==> src/rtl/skid_reg_if.sv <==
// Handshake bundle for skid_reg: upstream valid/ready/data, downstream valid/ready/data,
// plus occupancy. The stage itself connects through the slave modport.
interface skid_reg_if #(
  parameter int WIDTH = 8
);
  logic             in_valid;
  logic             in_ready;
  logic [WIDTH-1:0] in_data;
  logic             out_valid;
  logic             out_ready;
  logic [WIDTH-1:0] out_data;
  logic [1:0]       level;

  modport master (
    output in_valid, in_data, out_ready,
    input  in_ready, out_valid, out_data, level
  );

  modport slave (
    input  in_valid, in_data, out_ready,
    output in_ready, out_valid, out_data, level
  );
endinterface

==> src/rtl/skid_reg.sv <==
// Two-entry skid buffer: main register drives the output, skid register absorbs
// the word launched upstream before in_ready drops. All outputs decode from flops.
module skid_reg #(
  parameter int WIDTH = 8
) (
  input  logic       clk,
  input  logic       rst_n,
  skid_reg_if.slave  bus
);

  // Encoding chosen so the state register is the occupancy count.
  typedef enum logic [1:0] {
    EMPTY = 2'd0,
    ONE   = 2'd1,
    FULL  = 2'd2
  } state_t;

  state_t           state_q, state_d;
  logic [WIDTH-1:0] m_q, m_d;
  logic [WIDTH-1:0] s_q, s_d;
  logic             in_xfer;
  logic             out_xfer;

  assign bus.out_valid = (state_q != EMPTY);
  assign bus.in_ready  = (state_q != FULL);
  assign bus.out_data  = m_q;
  assign bus.level     = state_q;

  assign in_xfer  = bus.in_valid  & bus.in_ready;
  assign out_xfer = bus.out_valid & bus.out_ready;

  always_ff @(posedge clk or negedge rst_n) begin
    if (!rst_n) begin
      state_q <= EMPTY;
      m_q     <= '0;
      s_q     <= '0;
    end else begin
      state_q <= state_d;
      m_q     <= m_d;
      s_q     <= s_d;
    end
  end

  always_comb begin
    state_d = state_q;
    m_d     = m_q;
    s_d     = s_q;
    unique case (state_q)
      EMPTY: begin
        if (in_xfer) begin
          m_d     = bus.in_data;
          state_d = ONE;
        end
      end
      ONE: begin
        if (in_xfer && out_xfer) begin
          m_d = bus.in_data;
        end else if (in_xfer) begin
          s_d     = bus.in_data;
          state_d = FULL;
        end else if (out_xfer) begin
          state_d = EMPTY;
        end
      end
      FULL: begin
        if (out_xfer) begin
          m_d     = s_q;
          state_d = ONE;
        end
      end
      default: state_d = EMPTY;
    endcase
  end

endmodule

==> src/flat_wrapper.sv <==
// flat-port wrapper written by rule: the top's interface ports become plain ports
module skid_reg_flat 
#(
  parameter int WIDTH = 8
)
  (clk, rst_n, bus_in_valid, bus_in_data, bus_out_ready, bus_in_ready, bus_out_valid, bus_out_data, bus_level);
  skid_reg_if #(.WIDTH(WIDTH)) bus_i ();
  input  logic clk;
  input  logic rst_n;
  input wire logic [$bits(bus_i.in_valid)-1:0] bus_in_valid;
  input wire logic [$bits(bus_i.in_data)-1:0] bus_in_data;
  input wire logic [$bits(bus_i.out_ready)-1:0] bus_out_ready;
  output wire logic [$bits(bus_i.in_ready)-1:0] bus_in_ready;
  output wire logic [$bits(bus_i.out_valid)-1:0] bus_out_valid;
  output wire logic [$bits(bus_i.out_data)-1:0] bus_out_data;
  output wire logic [$bits(bus_i.level)-1:0] bus_level;
  assign bus_i.in_valid = bus_in_valid;
  assign bus_i.in_data = bus_in_data;
  assign bus_i.out_ready = bus_out_ready;
  assign bus_in_ready = bus_i.in_ready;
  assign bus_out_valid = bus_i.out_valid;
  assign bus_out_data = bus_i.out_data;
  assign bus_level = bus_i.level;
  skid_reg #(.WIDTH(WIDTH)) u_core (.clk(clk), .rst_n(rst_n), .bus(bus_i));
endmodule
==> config.mk <==
export PLATFORM = sky130hd
export DESIGN_NAME = skid_reg_flat
export DESIGN_NICKNAME = d
export VERILOG_FILES = /design/src/rtl/skid_reg_if.sv /design/src/rtl/skid_reg.sv /design/src/flat_wrapper.sv
export SDC_FILE = /design/constraint.sdc
export NUM_CORES = 1
export LEC_CHECK = 0
export CAP_MARGIN = 10
export CORE_ASPECT_RATIO = 1.5
export CORE_MARGIN = 1.5
export CORE_UTILIZATION = 35
export DETAILED_ROUTE_END_ITERATION = 16
export MAX_ROUTING_LAYER = met4
export PLACE_DENSITY = 0.69
export SETUP_SLACK_MARGIN = 0.5
export SYNTH_ARGS = -nofsm -noshare
export SYNTH_HDL_FRONTEND = slang
export SYNTH_SLANG_ARGS = --single-unit
==> constraint.sdc <==
create_clock -name clk -period 1.4 [get_ports clk]
set_input_delay 0.14 -clock clk [delete_from_list [all_inputs] [get_ports clk]]
set_output_delay 0.14 -clock clk [all_outputs]
set_load 0.01 [all_outputs]
Yosys cells after proc, flatten, opt, wreduce, memory -nomap -nowiden

Cells that the tools add are included.

Shift operators: 0
Equal/unequal tests: 8
$add $sub $neg: 0
Magnitude comparators: 0
Reductions and logical operators: 7
Divide/modulo/power cells: 0
Multiplexer cells: 10
Multipliers: 0
Bitwise logic cells: 3

Operator list:

| cell                                                            | number |
|---|---|
| 8-bit 2-to-1 mux                                                | 3 |
| 8-bit one-hot mux with 3 select lines                           | 1 |
| 2-bit 2-to-1 mux                                                | 5 |
| 4-bit AND reduction                                             | 2 |
| 2-bit by 1-bit != test with 1-bit output, second input constant | 3 |
| 2-bit one-hot mux with 3 select lines                           | 1 |
| 2-bit != test, second input constant                            | 2 |
| 3-bit by 1-bit != test with 1-bit output, second input constant | 1 |
| 3-bit AND reduction                                             | 1 |
| 3-bit nonzero test                                              | 1 |
| 1-bit AND                                                       | 2 |
| 2-bit by 1-bit == test with 1-bit output, second input constant | 1 |
| 2-bit == test, second input constant                            | 1 |
| 2-bit logical NOT                                               | 1 |
| 2-bit nonzero test                                              | 1 |
| 1-bit logical AND                                               | 1 |
| 1-bit inverter                                                  | 1 |

Input bits: 12
Word-level logic and storage cells: 31
Bits in registers: 18
ROM bits: 0
Memories kept: 0
Memory bits (writable): 0
Output and inout port bits: 12
Bits in latches: 0

Longest topological paths before layout

Gate-level depths: netlist (run 1).

Word-level depth: 6
Depth in mapped cells: 4
Mapped depth without buffers: 3

Least setup slack after synthesis (run 1)

OpenSTA, ideal clock, no wires.

Kind: register to register
From: reg u_core.state_q[1], in the netlist u_core.bus.level[1]
To: reg u_core.m_q[0], in the netlist u_core.bus.out_data[0]
Required time: 1275 ps
Cell stages (with the launch flop): 5
Buffers on the path: 1
Setup slack: -63 ps
Clock period less this slack: 1463 ps
Arrival time: 1338 ps
Library setup time: 125 ps
Path through: dfrtp_1 -> nor2b_1 -> buf_6 -> mux2_4 -> mux2_2

Longest elaborated chain between the ends: 5
Elaborated cells between the ends (all ways): 14
Classes of those cells: 6 x eq/ne; 1 x mux; 2 x bitwise; 5 x reduce/logical

RTL lines:

| element                                                   | line                           | source |
|---|---|---|
| start, declared                                           | skid_reg.sv:18                 | `state_t state_q, state_d;` |
| start signal, assigned                                    | skid_reg.sv:38                 | `state_q <= state_d;` |
| 2-bit != test or 2-bit nonzero test (tied branches)       | skid_reg.sv:25, skid_reg.sv:24 |  |
| 1-bit AND, on equally long branches                       | skid_reg.sv:29, skid_reg.sv:30 |  |
| 1-bit logical AND                                         | skid_reg.sv:56                 | `if (in_xfer && out_xfer) begin` |
| 2-bit by 1-bit != test with 1-bit output (no source line) | -                              |  |
| 4-bit AND reduction (no source line)                      | -                              |  |
| end signal, assigned                                      | skid_reg.sv:39                 | `m_q <= m_d;` |
| end, declared                                             | skid_reg.sv:19                 | `logic [WIDTH-1:0] m_q, m_d;` |

Parallel ways exist; a longest one is shown, timed or not.
A chain may end at the register's enable or synchronous reset.

Final worst setup path (run 1)

From: reg u_core.state_q[0], in the netlist u_core.bus.level[0]
To: reg u_core.m_q[5], in the netlist u_core.bus.out_data[5]

Same word-level chain as after synthesis.

==> results.md, run 1 <==
- Max Slew Vio Count: 0
- Status: finished with violations
- Crit Path Category: reg2reg
- Cell Rows: 21
- Failing checks: negative setup slack
- CTS root buf: clkbuf_4
- Detail Route Antenna Nets: 0
- H-tree levels: 1
- Slew @ Worst Pin: between 200 and 250 ps
- Detailed Place HPWL: roughly 1200 µm
- I/O Pins: 24
- Unique masters post-synth: 18
- YS warnings: 0
- Layout area overhead: 64.19%
- Final hold viol count: 0
- CP max FO: 4
- Worst endpoint required time: between 1500 and 2000 ps
- First-pass GRT wire length: around 3100 µm
- VDD IR max: ~0.83 mV
- Flops & latches, synth: 18
- Initial Util: 0.3760
- Starting DRT DRC Count: 17
- Die width: ~43 µm
- Max_slew headroom: 0.8418
- Switching share of power: 0.2698
- RD Place Congestion: 0.6432
- Switch Pwr: 0.5433 mW
- GRT Total Usage: 0.1538
- RSZ-0062 raised after global routing: yes
- Crit end category: flip-flop
- Final-layout fill cell count: 187
- Synth Instances: 58
- GRT overflow: 0
- Hold Crit Class: in2async
- CP cell instances: buf_6, nor2b_4, o21ai_4, buf_6, mux2_4
- Cell mode on critical path: buf_6
- Max-cap violations: 0
- Layout Nets: around 120
- Die Area: between 0.002 and 0.003 mm²
- Critical Path AT: around 1600 ps
- CTS tree: built
- Post-Syn Nets: 70
- Final Skew: 3.466 ps
- Die height: approximately 64 µm
- Sequential Power Share: 0.404
- Post-Syn Area: roughly 860 µm²
- Maximum clock insertion buffer count: 2
- Antenna violations before repair: 0
- Setup-failing EPs final: 16
- Worst skew pair latency: 280 ps
- Layout cell share with drive strength beyond 1: 0.6857
- # clock sinks: 18
- Leakage power: roughly 0.68 nW
- Sequential area share after synthesis: 0.5240
- Pint: around 1.5 mW
- Port bufs: 23
- Via-per-instance ratio: 4.922
- Crit path launch type: flip-flop
- Fin util: 0.6174
- FMAX: a little under 700 MHz
- Final wirelength: between 1500 and 2000 µm
- Setup WS pre-CTS: -262.2 ps
- Fin worst setup slack: -44.53 ps
- Drt pass-1 iters: 4
- Final setup TNS: -571.4 ps
- Min cycle time layout: roughly 1400 ps
- Final period util: 1.032
- Power share of the combinational group: 0.440
- CTS Buf Count: 3
- Largest net degree at the start of global routing: 19
- Drt drc: 0
- Slowest stage cell, crit path: dfrtp_2
- Ant diodes: 0
- Clock power frac: 0.156
- Core area: 0.002286 mm²
- Drt wl/cell: 14.43 µm
- Syn Area/Cell: 14.82 µm²
- Via Count: 630
- CP peak stage delay: ~450 ps
- Vias in the first global route: between 600 and 700
- Worst-path clk slew: roughly 100 ps
- Pwr dens: around 1400 mW/mm²
-- stage by stage --
stage	total power [mW]	cell area [µm²]	instances	hold slack, ps
finish	2.013	1411	128	174.6
global route	2.134	1411	128	178.7
CTS	1.971	1374	123	174.1
detailed placement	1.548	1237	109	488.7
global placement	1.530	1237	109	469.8
floorplan	1.216	919.6	58	-155.6
-- cell families after synthesis --
| kind of cell | after synthesis | share of synthesized area |
|---|---|---|
| flip-flops | 18 | 0.5240 |
| AO/OA/AOI/OAI | 4 | 0.02912 |
| multiplexers | 25 | 0.3610 |
| AND/OR/NAND/NOR | 8 | 0.05969 |
| buffers and inverters | 3 | 0.02620 |
-- area by class of cell --
class	instances	area, µm²	area share
clock buffers	4	36.28	0.02571
inverters	1	3.754	0.002660
multi-input cells	37	488.0	0.3457
flip-flops and latches	18	452.9	0.3209
well taps	23	28.78	0.02039
repair buffers	45	401.6	0.2846
-- power by group through the flow --
stage / Clock [mW] / Combinational (mW) / Sequential [mW]
5_1_grt: 0.354 / 0.944 / 0.836
2_1_floorplan: 0 / 0.366 / 0.850
4_1_cts: 0.327 / 0.830 / 0.813
6_report: 0.314 / 0.887 / 0.813
3_3_place_gp: 0 / 0.709 / 0.821
3_5_place_dp: 0 / 0.718 / 0.830
-- layout by cell type, fill, tap and decap left out, types with 2 or more instances in the layout --
cell type / n
clkbuf_4: 3
dfrtp_1: 16
clkdlybuf4s50_1: 11
dfrtp_2: 2
buf_2: 9
mux2_4: 24
nor2b_4: 3
buf_6: 9
buf_12: 2
buf_4: 14
-- layer usage --
layer / routed length, µm / GRT usage / up-vias
met3: 67 / 0.02579 / 2
met4: 17 / 0.04545 / 0
li1: - / - / 300
met2: 1003 / 0.2612 / 11
met5: 0 / - / -
met1: 759 / 0.1825 / 317
-- synthesized netlist by cell type, drive strengths merged --
cell     n  area (µm²)
o22ai    1       6.260
mux2    24       300.3
mux2i    1       10.01
and2     1       6.260
inv      1       3.750
buf      2       18.77
nor2     1       3.750
nand2b   1       6.260
dfrtp   18       450.4
o21ai    1       8.760
nand3b   1       7.510
or2      1       6.260
a21oi    2       10.01
nor2b    3       21.27
-- worst max-delay path, delay by kind of cell (launching register included) --
kind / cells / cell delay, ps
muxes: 1 / 290
and+or+nand+nor: 1 / 130
buffers and inverters: 2 / 280
AOI/OAI and AO/OA: 1 / 180
DFF: 1 / 450
-- state kept, by name, summed over array words and instances (netlist names) --
| register | count |
|---|---|
| u_core.bus.out_data | 8 |
| u_core.s_q | 8 |
| u_core.bus.level | 2 |
-- timing repair --
item	in CTS	in global routing
pin swaps	3	0
setup buffers	10	5
resized for setup	69	0
hold buffers	0	0
endpoints found under the setup margin	30	30
-- final timing paths --
| check | start | to | slack (ps) | cells after the start |
|---|---|---|---|---|
| setup / recovery | u_core.bus.level[0] | u_core.bus.out_data[5] | -40 | 5 |
| hold / removal | rst_n | u_core.s_q[3] | 170 | 2 |
| setup reg to reg | u_core.bus.level[0] | u_core.bus.out_data[5] | -40 | 5 |
| hold reg to reg | u_core.bus.out_data[2] | u_core.bus.out_data[2] | 520 | 1 |
| max in group asynchronous | rst_n | u_core.bus.level[0] | 1010 | 2 |
| min in group clk | bus_in_data[5] | u_core.s_q[5] | 500 | 2 |
Power figures use the tool's default switching activity.
==> inputs of run 2 (changes only) <==
Settings changed: ABC_AREA set to 0.
==> results of run 2 <==
Final layout, timing and power as in run 1 (identical DEF).
==> inputs of run 3 (changes only) <==
Settings changed: ABC_CLOCK_PERIOD_IN_PS set to 1400, PLACE_DENSITY 0.69 to unset.
==> results.md, run 3 (synthesis gave the netlist of run 1 again) <==
- Min cycle time layout: ~1500 ps
- Switch Pwr: 0.5537 mW
- Worst skew pair latency: between 200 and 300 ps
- Final wirelength: 1832 µm
- Sequential Power Share: 0.401
- Slowest stage cell, crit path: dfrtp_2
- Vias in the first global route: approximately 670
- Maximum clock insertion buffer count: 2
- Total Power: just over 2 mW
- Max_slew headroom: 0.8404
- Max-cap violations: 0
- RD Place Congestion: between 0.6 and 0.7
- Setup-failing EPs final: 19
- Status: finished with violations
- Detailed Place HPWL: ~1200 µm
- FMAX: approximately 650 MHz
- CP max FO: 9
- Die width: about 43 µm
- Drt wl/cell: about 14 µm
- CTS Buf Count: 3
- Crit Path Category: reg2reg
- Fin worst setup slack: -143.0 ps
- VDD IR max: 0.7449 mV
- Leakage power: slightly below 0.7 nW
- H-tree levels: 1
- Switching share of power: 0.2749
- Crit end category: flip-flop
- Cell Rows: 21
- CP peak stage delay: roughly 440 ps
- Die Area: 0.002769 mm²
- GRT overflow: 0
- Worst-path clk slew: 100 ps
- Reg-to-reg endpoint: u_core.bus.out_data[5]
- Worst endpoint required time: about 1600 ps
- GRT Total Usage: 0.1510
- Layout cell share with drive strength beyond 1: 0.6923
- Max Slew Vio Count: 0
- Detail Route Antenna Nets: 0
- Slew @ Worst Pin: 239.3 ps
- First-pass GRT wire length: approximately 3000 µm
- # clock sinks: 18
- Commonest non-fill, non-tap cell in the layout: mux2_4
- Clock power frac: 0.126
- I/O Pins: 24
- Final period util: 1.102
- Pwr dens: between 1000 and 1500 mW/mm²
- Drt pass-1 iters: 2
- Hold_ws: between 150 and 200 ps
- Ant diodes: 0
- FF-to-FF path depth: 5
- Cts hold-fix bufs: 0
- Via-per-instance ratio: 4.874
- Drt drc: 0
- Layout area overhead: 66.67%
- Leading cell types in the layout, fill and taps excluded: mux2_4 (24), dfrtp_1 (16), buf_6 (13)
- Pint: 1.460 mW
- Final hold viol count: 0
- Failing checks: negative setup slack
- Largest net degree at the start of global routing: 19
- Layout Nets: 118
- Initial Util: 0.3760
- Final Skew: roughly 1.1 ps
- Worst Path Buf+Inv: 2
- Crit path launch type: flip-flop
- Final setup TNS: -1886 ps
- Via Count: a little over 600
- Port bufs: 23
- Die height: 63.70 µm
- Starting DRT DRC Count: 9
- Critical Path AT: around 1700 ps
- Hold Crit Class: in2async
- CTS tree: built
- Worst r2r src: u_core.bus.level[0]
- Core area: ~0.0023 mm²
- CTS root buf: clkbuf_4
- CP delay by family, top: multiplexers
- CP cell instances: buf_12, nor2b_4, buf_12, mux2_4, mux2_4
- Antenna violations before repair: 0
- RSZ-0062 raised after global routing: yes
- Power share of the combinational group: 0.473
- Worst R2R Setup Slack: -140 ps
==> run 3: changes by cell type in the layout (fill, tap and decap cells not counted), sizes merged <==
| cell | before | now |
|---|---|---|
| clkbuf | 4 | 3 |
==> run 3: worst max-delay path by stage <==
stage                         from                      to  slack, ps  cells after the start
4_1_cts        u_core.bus.level[0]  u_core.bus.out_data[0]       -130                      6
6_report       u_core.bus.level[0]  u_core.bus.out_data[5]       -140                      5
2_1_floorplan  u_core.bus.level[1]  u_core.bus.out_data[0]         10                      4
3_5_place_dp          bus_in_valid           u_core.s_q[5]       -240                      5
3_3_place_gp         bus_out_ready  u_core.bus.out_data[0]       -230                      4
5_1_grt        u_core.bus.level[0]  u_core.bus.out_data[0]       -180                      6
==> run 3: cell type report <==
type                       count  area, µm²
fill                         187      853.3
multi-input combinational     37      490.5
sequential                    18      452.9
timing repair buffer          45      431.7
tap                           23      28.78
clock buffer                   3      22.52
inverter                       1      6.256
==> run 3: worst register-to-register path: cells and delay by family (launching register included) <==
| family | cells | cell delay, ps |
|---|---|---|
| simple gates | 1 | 140 |
| flops | 1 | 440 |
| buf+inv | 2 | 300 |
| mux | 2 | 560 |
==> run 3: routing by layer <==
metal / wire [µm] / part of all wire / vias to the layer above / track usage
met2: 979 / 0.53 / 12 / 0.2519
met4: 23 / 0.013 / 0 / 0.07955
met5: 0 / 0 / - / -
met1: 755 / 0.41 / 306 / 0.1700
li1: - / - / 299 / -
met3: 73 / 0.040 / 2 / 0.02006
==> run 3: stage by stage <==
stage,instance area [µm²],setup WS [ps],utilization,instances
6_report,1433,-143.0,0.6267,127
5_1_grt,1433,-182.7,0.6267,127
4_1_cts,1356,-127.9,0.5933,124
3_5_place_dp,1245,-235.6,0.5446,110
3_3_place_gp,1245,-230.9,0.5446,110
2_1_floorplan,919.6,11.51,-,58
==> run 3: repair_timing <==
action,4_1_cts,5_1_grt
endpoints found under the setup margin,30,30
resized for setup,61,15
pin swaps,2,3
setup buffers,11,3
==> run 3: power by group through the flow <==
| stage | registers [mW] | clock network, mW | logic [mW] |
|---|---|---|---|
| 6_report | 0.808 | 0.254 | 0.952 |
| 3_5_place_dp | 0.825 | 0 | 0.734 |
| 5_1_grt | 0.827 | 0.288 | 1.02 |
| 2_1_floorplan | 0.850 | 0 | 0.366 |
| 3_3_place_gp | 0.818 | 0 | 0.726 |
| 4_1_cts | 0.799 | 0.264 | 0.852 |
